--- src/rtl/pulse_analyzer_pkg.sv ---
// Shared types, sizing helpers and parameter-legality checks for the pulse framer.
package pulse_analyzer_pkg;

    // Framer control state: waiting for a pulse, or streaming a frame out.
    typedef enum logic {
        ST_IDLE    = 1'b0,
        ST_CAPTURE = 1'b1
    } framer_state_e;

    // Width of the beat counter; it indexes beats 0 .. frame_length-1.
    function automatic int beat_cnt_width(input int frame_length);
        return $clog2(frame_length);
    endfunction

    // The delay line wraps its pointer naturally, so its depth must be a power of two.
    function automatic bit pre_depth_legal(input int pre_depth);
        return (pre_depth >= 2) && ((pre_depth & (pre_depth - 1)) == 0);
    endfunction

    // A frame must hold at least the pre-trigger history plus the trigger sample.
    function automatic bit frame_length_legal(input int frame_length, input int pre_depth);
        return frame_length > pre_depth;
    endfunction

endpackage

--- src/rtl/axis_pulse_framer_if.sv ---
// AXI4-Stream bundle used on both sides of the pulse framer.
interface axis_pulse_framer_if #(
    parameter int DATA_WIDTH = 16
);
    logic                  tvalid;
    logic                  tready;
    logic [DATA_WIDTH-1:0] tdata;
    logic                  tlast;

    modport master (output tvalid, output tdata, output tlast, input tready);
    modport slave  (input tvalid, input tdata, input tlast, output tready);
endinterface

--- src/rtl/axis_pulse_framer_sample_delay_line.sv ---
// Circular sample buffer: the read port shows the slot about to be overwritten,
// i.e. the sample written DEPTH accepts ago.
module sample_delay_line #(
    parameter int DATA_WIDTH = 16,
    parameter int DEPTH      = 16
) (
    input  logic                  clk,
    input  logic                  resetn,
    input  logic                  wr_en_i,
    input  logic [DATA_WIDTH-1:0] wr_data_i,
    output logic [DATA_WIDTH-1:0] rd_data_o
);
    localparam int PTR_W = $clog2(DEPTH);

    logic [DATA_WIDTH-1:0] mem_q [DEPTH];
    logic [PTR_W-1:0]      ptr_q;
    logic [PTR_W-1:0]      ptr_d;

    // Pointer advances once per write and wraps at DEPTH.
    always_comb begin
        ptr_d = ptr_q;
        if (wr_en_i) begin
            ptr_d = ptr_q + PTR_W'(1);
        end
    end

    // Pointer register.
    always_ff @(posedge clk) begin
        if (!resetn) begin
            ptr_q <= '0;
        end else begin
            ptr_q <= ptr_d;
        end
    end

    // Sample storage.
    // NOTE: storage has no reset; the fill counter upstream keeps stale slots from being framed.
    always_ff @(posedge clk) begin
        if (wr_en_i) begin
            mem_q[ptr_q] <= wr_data_i;
        end
    end

    assign rd_data_o = mem_q[ptr_q];

endmodule

--- src/rtl/axis_pulse_framer.sv ---
// Cuts one tlast-terminated frame out of a free-running sample stream for every
// rising threshold crossing, including PRE_DEPTH samples of pre-trigger history.
module axis_pulse_framer
    import pulse_analyzer_pkg::*;
#(
    parameter int DATA_WIDTH   = 16,
    parameter int PRE_DEPTH    = 16,
    parameter int FRAME_LENGTH = 256,
    parameter int COUNT_WIDTH  = 16
) (
    input  logic                   clk,
    input  logic                   resetn,
    axis_pulse_framer_if.slave     s,
    input  logic [DATA_WIDTH-1:0]  threshold,
    axis_pulse_framer_if.master    m,
    output logic [COUNT_WIDTH-1:0] frame_count,
    output logic                   stream_overflow_err
);
    localparam int BEAT_W = beat_cnt_width(FRAME_LENGTH);
    localparam int FILL_W = $clog2(PRE_DEPTH) + 1;

    if (!pre_depth_legal(PRE_DEPTH)) begin : g_bad_pre_depth
        $error("axis_pulse_framer: PRE_DEPTH must be a power of two and at least 2");
    end
    if (!frame_length_legal(FRAME_LENGTH, PRE_DEPTH)) begin : g_bad_frame_length
        $error("axis_pulse_framer: FRAME_LENGTH must exceed PRE_DEPTH");
    end

    framer_state_e           state_q, state_d;
    logic [FILL_W-1:0]       fill_q, fill_d;
    logic [DATA_WIDTH-1:0]   prev_q, prev_d;
    logic [BEAT_W-1:0]       beat_cnt_q, beat_cnt_d;
    logic                    m_tvalid_q, m_tvalid_d;
    logic [DATA_WIDTH-1:0]   m_tdata_q, m_tdata_d;
    logic                    m_tlast_q, m_tlast_d;
    logic [COUNT_WIDTH-1:0]  frame_count_q, frame_count_d;
    logic                    overflow_q, overflow_d;

    logic                    accept;
    logic                    primed;
    logic                    crossing;
    logic                    beat_is_last;
    logic                    emit;
    logic                    emit_last;
    logic                    start_frame;
    logic [DATA_WIDTH-1:0]   line_rd_data;
    logic                    unused_s_tlast;

    // The ADC source is unframed; its tlast carries no information.
    assign unused_s_tlast = s.tlast;
    assign s.tready       = 1'b1;
    assign accept         = s.tvalid;

    sample_delay_line #(
        .DATA_WIDTH (DATA_WIDTH),
        .DEPTH      (PRE_DEPTH)
    ) u_delay_line (
        .clk       (clk),
        .resetn    (resetn),
        .wr_en_i   (accept),
        .wr_data_i (s.tdata),
        .rd_data_o (line_rd_data)
    );

    assign primed       = (fill_q == FILL_W'(PRE_DEPTH));
    assign crossing     = accept && primed
                          && ($signed(prev_q)  <  $signed(threshold))
                          && ($signed(s.tdata) >= $signed(threshold));
    assign beat_is_last = (beat_cnt_q == BEAT_W'(FRAME_LENGTH - 1));

    // State register.
    // NOTE: sequential blocks use non-blocking assignments so every register samples pre-edge values.
    always_ff @(posedge clk) begin
        if (!resetn) begin
            state_q <= ST_IDLE;
        end else begin
            state_q <= state_d;
        end
    end

    // Next state: a crossing opens a frame, the accept carrying the last beat closes it.
    // NOTE: each combinational output is defaulted first so no latch is inferred.
    always_comb begin
        state_d = state_q;
        unique case (state_q)
            ST_IDLE:    if (crossing)               state_d = ST_CAPTURE;
            ST_CAPTURE: if (accept && beat_is_last) state_d = ST_IDLE;
            default:                                state_d = ST_IDLE;
        endcase
    end

    // FSM outputs: which accepts produce a beat, and which beat closes the frame.
    always_comb begin
        emit        = 1'b0;
        emit_last   = 1'b0;
        start_frame = 1'b0;
        unique case (state_q)
            ST_IDLE: begin
                if (crossing) begin
                    emit        = 1'b1;
                    start_frame = 1'b1;
                end
            end
            ST_CAPTURE: begin
                if (accept) begin
                    emit      = 1'b1;
                    emit_last = beat_is_last;
                end
            end
            default: ;
        endcase
    end

    // Datapath next values: priming, history, beat counting and the output register.
    always_comb begin
        fill_d        = fill_q;
        prev_d        = prev_q;
        beat_cnt_d    = beat_cnt_q;
        m_tvalid_d    = m_tvalid_q;
        m_tdata_d     = m_tdata_q;
        m_tlast_d     = m_tlast_q;
        frame_count_d = frame_count_q;
        overflow_d    = overflow_q;

        if (accept) begin
            prev_d = s.tdata;
            if (!primed) begin
                fill_d = fill_q + FILL_W'(1);
            end
        end

        if (start_frame) begin
            beat_cnt_d    = BEAT_W'(1);
            frame_count_d = frame_count_q + COUNT_WIDTH'(1);
        end else if (emit) begin
            beat_cnt_d = emit_last ? '0 : beat_cnt_q + BEAT_W'(1);
        end

        // A load over an untaken beat drops it but keeps the frame's beat count intact.
        if (emit) begin
            m_tvalid_d = 1'b1;
            m_tdata_d  = line_rd_data;
            m_tlast_d  = emit_last;
            if (m_tvalid_q && !m.tready) begin
                overflow_d = 1'b1;
            end
        end else if (m.tready) begin
            m_tvalid_d = 1'b0;
            m_tlast_d  = 1'b0;
        end
    end

    // Datapath registers.
    always_ff @(posedge clk) begin
        if (!resetn) begin
            fill_q        <= '0;
            prev_q        <= '0;
            beat_cnt_q    <= '0;
            m_tvalid_q    <= 1'b0;
            m_tdata_q     <= '0;
            m_tlast_q     <= 1'b0;
            frame_count_q <= '0;
            overflow_q    <= 1'b0;
        end else begin
            fill_q        <= fill_d;
            prev_q        <= prev_d;
            beat_cnt_q    <= beat_cnt_d;
            m_tvalid_q    <= m_tvalid_d;
            m_tdata_q     <= m_tdata_d;
            m_tlast_q     <= m_tlast_d;
            frame_count_q <= frame_count_d;
            overflow_q    <= overflow_d;
        end
    end

    assign m.tvalid            = m_tvalid_q;
    assign m.tdata             = m_tdata_q;
    assign m.tlast             = m_tlast_q;
    assign frame_count         = frame_count_q;
    assign stream_overflow_err = overflow_q;

endmodule

--- src/flat_wrapper.sv ---
// flat-port wrapper written by rule: the top's interface ports become plain ports
module axis_pulse_framer_flat import pulse_analyzer_pkg::*;
#(
    parameter int DATA_WIDTH   = 16,
    parameter int PRE_DEPTH    = 16,
    parameter int FRAME_LENGTH = 256,
    parameter int COUNT_WIDTH  = 16
)
  (clk, resetn, threshold, frame_count, stream_overflow_err, s_tvalid, s_tdata, s_tlast, s_tready, m_tvalid, m_tdata, m_tlast, m_tready);
  axis_pulse_framer_if #(.DATA_WIDTH(DATA_WIDTH)) s_i ();
  axis_pulse_framer_if #(.DATA_WIDTH(DATA_WIDTH)) m_i ();
  input  logic clk;
  input  logic resetn;
  input  logic [DATA_WIDTH-1:0] threshold;
  output logic [COUNT_WIDTH-1:0] frame_count;
  output logic stream_overflow_err;
  input wire logic [$bits(s_i.tvalid)-1:0] s_tvalid;
  input wire logic [$bits(s_i.tdata)-1:0] s_tdata;
  input wire logic [$bits(s_i.tlast)-1:0] s_tlast;
  output wire logic [$bits(s_i.tready)-1:0] s_tready;
  output wire logic [$bits(m_i.tvalid)-1:0] m_tvalid;
  output wire logic [$bits(m_i.tdata)-1:0] m_tdata;
  output wire logic [$bits(m_i.tlast)-1:0] m_tlast;
  input wire logic [$bits(m_i.tready)-1:0] m_tready;
  assign s_i.tvalid = s_tvalid;
  assign s_i.tdata = s_tdata;
  assign s_i.tlast = s_tlast;
  assign s_tready = s_i.tready;
  assign m_tvalid = m_i.tvalid;
  assign m_tdata = m_i.tdata;
  assign m_tlast = m_i.tlast;
  assign m_i.tready = m_tready;
  axis_pulse_framer #(.DATA_WIDTH(DATA_WIDTH), .PRE_DEPTH(PRE_DEPTH), .FRAME_LENGTH(FRAME_LENGTH), .COUNT_WIDTH(COUNT_WIDTH)) u_core (.clk(clk), .resetn(resetn), .s(s_i), .threshold(threshold), .m(m_i), .frame_count(frame_count), .stream_overflow_err(stream_overflow_err));
endmodule
--- config.mk ---
export PLATFORM = sky130hd
export DESIGN_NAME = axis_pulse_framer_flat
export DESIGN_NICKNAME = d
export VERILOG_FILES = /design/src/rtl/pulse_analyzer_pkg.sv /design/src/rtl/axis_pulse_framer_if.sv /design/src/rtl/axis_pulse_framer_sample_delay_line.sv /design/src/rtl/axis_pulse_framer.sv /design/src/flat_wrapper.sv
export SDC_FILE = /design/constraint.sdc
export NUM_CORES = 1
export LEC_CHECK = 0
export ABC_AREA = 1
export CORE_UTILIZATION = 56
export CTS_BUF_LIST = sky130_fd_sc_hd__clkbuf_4
export CTS_CLUSTER_DIAMETER = 150
export CTS_CLUSTER_SIZE = 8
export DETAILED_ROUTE_END_ITERATION = 8
export GPL_TIMING_DRIVEN = 0
export PLACE_DENSITY = 0.78
export SYNTH_ARGS = -nofsm -noshare
export SYNTH_HDL_FRONTEND = slang
export SYNTH_SLANG_ARGS = --single-unit
--- constraint.sdc ---
create_clock -name clk -period 2.5 [get_ports clk]
set_clock_uncertainty 0.15 [all_clocks]
set_input_delay 0.375 -clock clk [delete_from_list [all_inputs] [get_ports clk]]
set_output_delay 0.375 -clock clk [all_outputs]
set_load 0.03 [all_outputs]
==> tab_implementation.tex <==
\begin{tabular}{lr}
\hline
Metric & Value \\
\hline
\multicolumn{2}{l}{\textbf{Run status}} \\
Result of the run & finished, final reports clean \\
\multicolumn{2}{l}{\textbf{Worst setup path}} \\
Setup crit start kind & register \\
Reg2Reg Launch Point & u\_core.u\_delay\_line.ptr\_q[1] \\
Crit path max fanout & 14 \\
Worst R2R End & u\_core.u\_delay\_line.mem\_q[5][13] \\
Minimum setup slack among reg-to-reg paths & 20 ps \\
Cell count of the worst reg-to-reg path & 6 \\
CP endpoint kind & register \\
CP required & approximately 2800 ps \\
Arrival @ worst endpoint & 2750 ps \\
Classification of the worst setup path & reg2reg \\
\multicolumn{2}{l}{\textbf{Floorplan}} \\
Initial Util & 0.5785 \\
Die area & 25,170 µm² \\
Die extent in y & 158.7 µm \\
Number of top-level pins & 73 \\
Area of the core & 23,750 µm² \\
Horizontal die dimension & 158.7 µm \\
Total number of placement rows & 56 \\
\multicolumn{2}{l}{\textbf{Finish}} \\
Net count of the finished layout & 1,489 \\
Leading cell type in the layout, fill and taps excluded & edfxtp\_1 \\
Area added between synthesis and finish & 15.31\% \\
Commonest non-fill, non-tap cells in the layout & 256 x edfxtp\_1, 179 x nor2\_1, 172 x nand2\_1, 156 x o21ai\_0, 69 x dfxtp\_1 \\
Post-route cell area & about 16,000 µm² \\
Layout cell share with drive strength beyond 1 & 0.1196 \\
\multicolumn{2}{l}{\textbf{Logic synthesis}} \\
Post-synth net total & approximately 1.3k \\
Area fraction of the dominant cell type after synthesis & 0.5594 \\
Synthesized area per cell & 10.86 µm² \\
Syn Inst Count & between 1k and 1.5k \\
Prevailing post-synth register cell & edfxtp\_1 \\
Proportion of synthesized chip area in sequential cells & 0.6599 \\
Combined area of all synthesized cells & 13,740 µm² \\
Async set-reset flop share out of synthesis & 0 \\
Yosys reg bits & 325 \\
Number of different library cells in the post-synthesis netlist & 34 \\
Top area cells in the synthesized netlist & edfxtp\_1 56\%, dfxtp\_1 10\%, o21ai\_0 5.7\% \\
Dominant cell type by area after synthesis & edfxtp\_1 \\
Number of flops mapped to enable cells by yosys & 256 \\
Synth Warn \# & 0 \\
\multicolumn{2}{l}{\textbf{Min path}} \\
Hold Path Cell Cnt & 1 \\
Hold endpoint & u\_core.u\_delay\_line.mem\_q[7][9] \\
Worst hold-check path type & in2reg \\
Startpoint of the lowest-slack hold path & s\_tdata[9] \\
\multicolumn{2}{l}{\textbf{Clock network}} \\
H-tree depth reported by CTS & 2 \\
Clock latency of the later-clocked register in the worst-skew pair & around 700 ps \\
Reg clk slew, reported paths & 110 ps \\
Max Root-Sink Buffers & 3 \\
Clock tree from TritonCTS & done \\
Total CTS buffers & 46 \\
Clock sink count & approximately 330 \\
Master cell of the clock root buffer & clkbuf\_4 \\
\multicolumn{2}{l}{\textbf{GRT}} \\
GR Layer Usage met1 & 0.3903 \\
Met2 track demand over resource in global routing & 0.4923 \\
GRT Total Usage & 0.3017 \\
Most utilized layer in the global route result & met2 \\
Number of global-route vias before repair & 10.18k \\
Number of antenna violations at the first check in global routing & 1 \\
Largest net degree at the start of global routing & 19 \\
Residual overflow from global routing & 0 \\
GR Layer Usage met3 & 0.05661 \\
Global-route wire length before repair & 55,700 µm \\
\multicolumn{2}{l}{\textbf{STA}} \\
FMAX & a little over 400 MHz \\
Final-report hold violation count & 0 \\
Pins Over Slew Limit & 0 \\
Aggregate negative setup slack & 0 ps \\
Share of the clock period used by the worst path & 0.9914 \\
Transition time at the pin with the least slew margin & roughly 840 ps \\
Time the final worst path needs with I/O delays and setup & 2478 ps \\
Worst slew margin relative to its limit & 0.4426 \\
Setup violations, final & 0 \\
Worst-case hold slack & between 20 and 30 ps \\
\multicolumn{2}{l}{\textbf{Route}} \\
Number of nets with antenna violations after detailed routing & 0 \\
First-pass detailed-route iteration total & 6 \\
Number of violations reported at the end of detailed-routing iteration 0 & 1,428 \\
Residual DRC & 0 \\
Via count & 10.51k \\
Via/cell ratio & 6.005 \\
Routed Wire Length & approximately 37,000 µm \\
Mean routed wirelength per cell & 21.18 µm \\
\multicolumn{2}{l}{\textbf{Pwr}} \\
Total power per unit cell area & 618.8 nW/µm² \\
Static power due to leakage & 5.542 nW \\
Max VDD drop & 0.5106 mV \\
Post-layout power & 9.806 mW \\
\multicolumn{2}{l}{\textbf{Place}} \\
Routability cong. & 0.9367 \\
Number of port buffers & roughly 70 \\
HPWL after detailed placement & 24,490 µm \\
Instance area at placement & 15,040 µm² \\
\multicolumn{2}{l}{\textbf{Job}} \\
Max-cap check violation count & 0 \\
\hline
\end{tabular}
[layer usage]
layer / part of all wire / wire (µm)
met4: 0.039 / 1443
met2: 0.48 / 17690
met1: 0.37 / 13790
met3: 0.11 / 4146
met5: 0 / 0
[layout make-up]
| class | instances | area, µm² |
|---|---|---|
| Antenna cell | 1 | 2.502 |
| Buffer | 67 | 344.1 |
| Clock buffer | 62 | 465.4 |
| Clock inverter | 3 | 16.27 |
| Fill cell | 1755 | 7906 |
| Inverter | 69 | 265.3 |
| Multi-Input combinational cell | 803 | 4239 |
| Sequential cell | 325 | 9069 |
| Tap cell | 319 | 399.1 |
| Timing Repair Buffer | 101 | 1046 |
[timing repair]
item,4_1_cts,5_1_grt
pin swaps,10,6
buffers inserted,15,5
setup endpoints to repair,274,187
hold buffers,0,0
cloned,0,0
gates resized for setup,39,36
endpoints found under the hold margin,0,0
[cell usage after synthesis, types with 2 or more instances]
| library cell | instances |
|---|---|
| nor3_1 | 12 |
| nand4_1 | 20 |
| nand3_2 | 9 |
| inv_1 | 67 |
| nor3b_1 | 2 |
| xor2_1 | 9 |
| xnor2_1 | 5 |
| o21ai_1 | 2 |
| o22ai_1 | 64 |
| a21oi_1 | 62 |
| nand3_1 | 32 |
| o21ai_0 | 156 |
| nand2_1 | 174 |
| buf_2 | 14 |
| nor2_1 | 198 |
| nor2_2 | 2 |
| o21a_1 | 3 |
| clkbuf_1 | 45 |
| o211ai_1 | 4 |
| edfxtp_1 | 256 |
| ha_1 | 39 |
| dfxtp_1 | 69 |
| buf_6 | 5 |
| nor4_1 | 5 |
| buf_1 | 2 |
[how the worst max path moves through the flow]
stage	slack, ps	cells past startpoint	to	start
floorplan	40	6	u_core.u_delay_line.mem_q[0][0]	u_core.u_delay_line.ptr_q[1]
global placement	-1080	6	u_core.u_delay_line.mem_q[0][13]	u_core.u_delay_line.ptr_q[1]
detailed placement	-1030	15	u_core.m.tdata[13]	s_tdata[11]
CTS	10	5	u_core.u_delay_line.mem_q[3][12]	u_core.u_delay_line.ptr_q[3]
global route	-30	6	u_core.u_delay_line.mem_q[1][3]	u_core.u_delay_line.ptr_q[1]
finish	20	6	u_core.u_delay_line.mem_q[5][13]	u_core.u_delay_line.ptr_q[1]
[critical path, stage by stage (launching register included)]
cell and delay, ps:
dfxtp_1 460, clkinvlp_4 340, clkbuf_2 320, ha_1 240
nand2_1 380, nor2_4 120, buf_4 200
[flip-flops by register name, indices dropped and copies added (netlist names)]
name and flops:
u_core.u_delay_line.mem_q 256, u_core.frame_count 16, u_core.m.tdata 16, u_core.prev_q 16
u_core.beat_cnt_q 8, u_core.fill_q 5, u_core.u_delay_line.ptr_q 4, u_core.m.tlast 1
u_core.m.tvalid 1, u_core.state_q 1, u_core.stream_overflow_err 1
[stage by stage]
step	util	instances	worst slack, ps
final	0.6671	1750	21.62
after global routing	0.6671	1750	-31.74
after CTS	0.6641	1744	13.29
after detailed placement	0.6332	1665	-1026
after global placement	0.6244	1653	-1076
after floorplan	-	1265	36.33
[report_power, final]
| group | internal [mW] | leakage (nW) | switching [mW] |
|---|---|---|---|
| clock | 1.13 | 0.294 | 1.77 |
| sequential | 5.89 | 2.87 | 0.0291 |
| combinational | 0.292 | 2.38 | 0.692 |
| total | 7.31 | 5.54 | 2.50 |
[cell families (layout without fill, tap and decap cells)]
kind of cell,after synthesis,in the layout,share of synthesized area
buffers and inverters,137,302,0.04270
DFF,325,325,0.6599
xor gates and xnor gates,14,14,0.008923
AOI/OAI and AO/OA,293,293,0.1141
and+or+nand+nor,456,456,0.1386
other,1,2,0.0002729
adders and majority gates,39,39,0.03551
No activity file was read; power rests on OpenSTA's default activity.
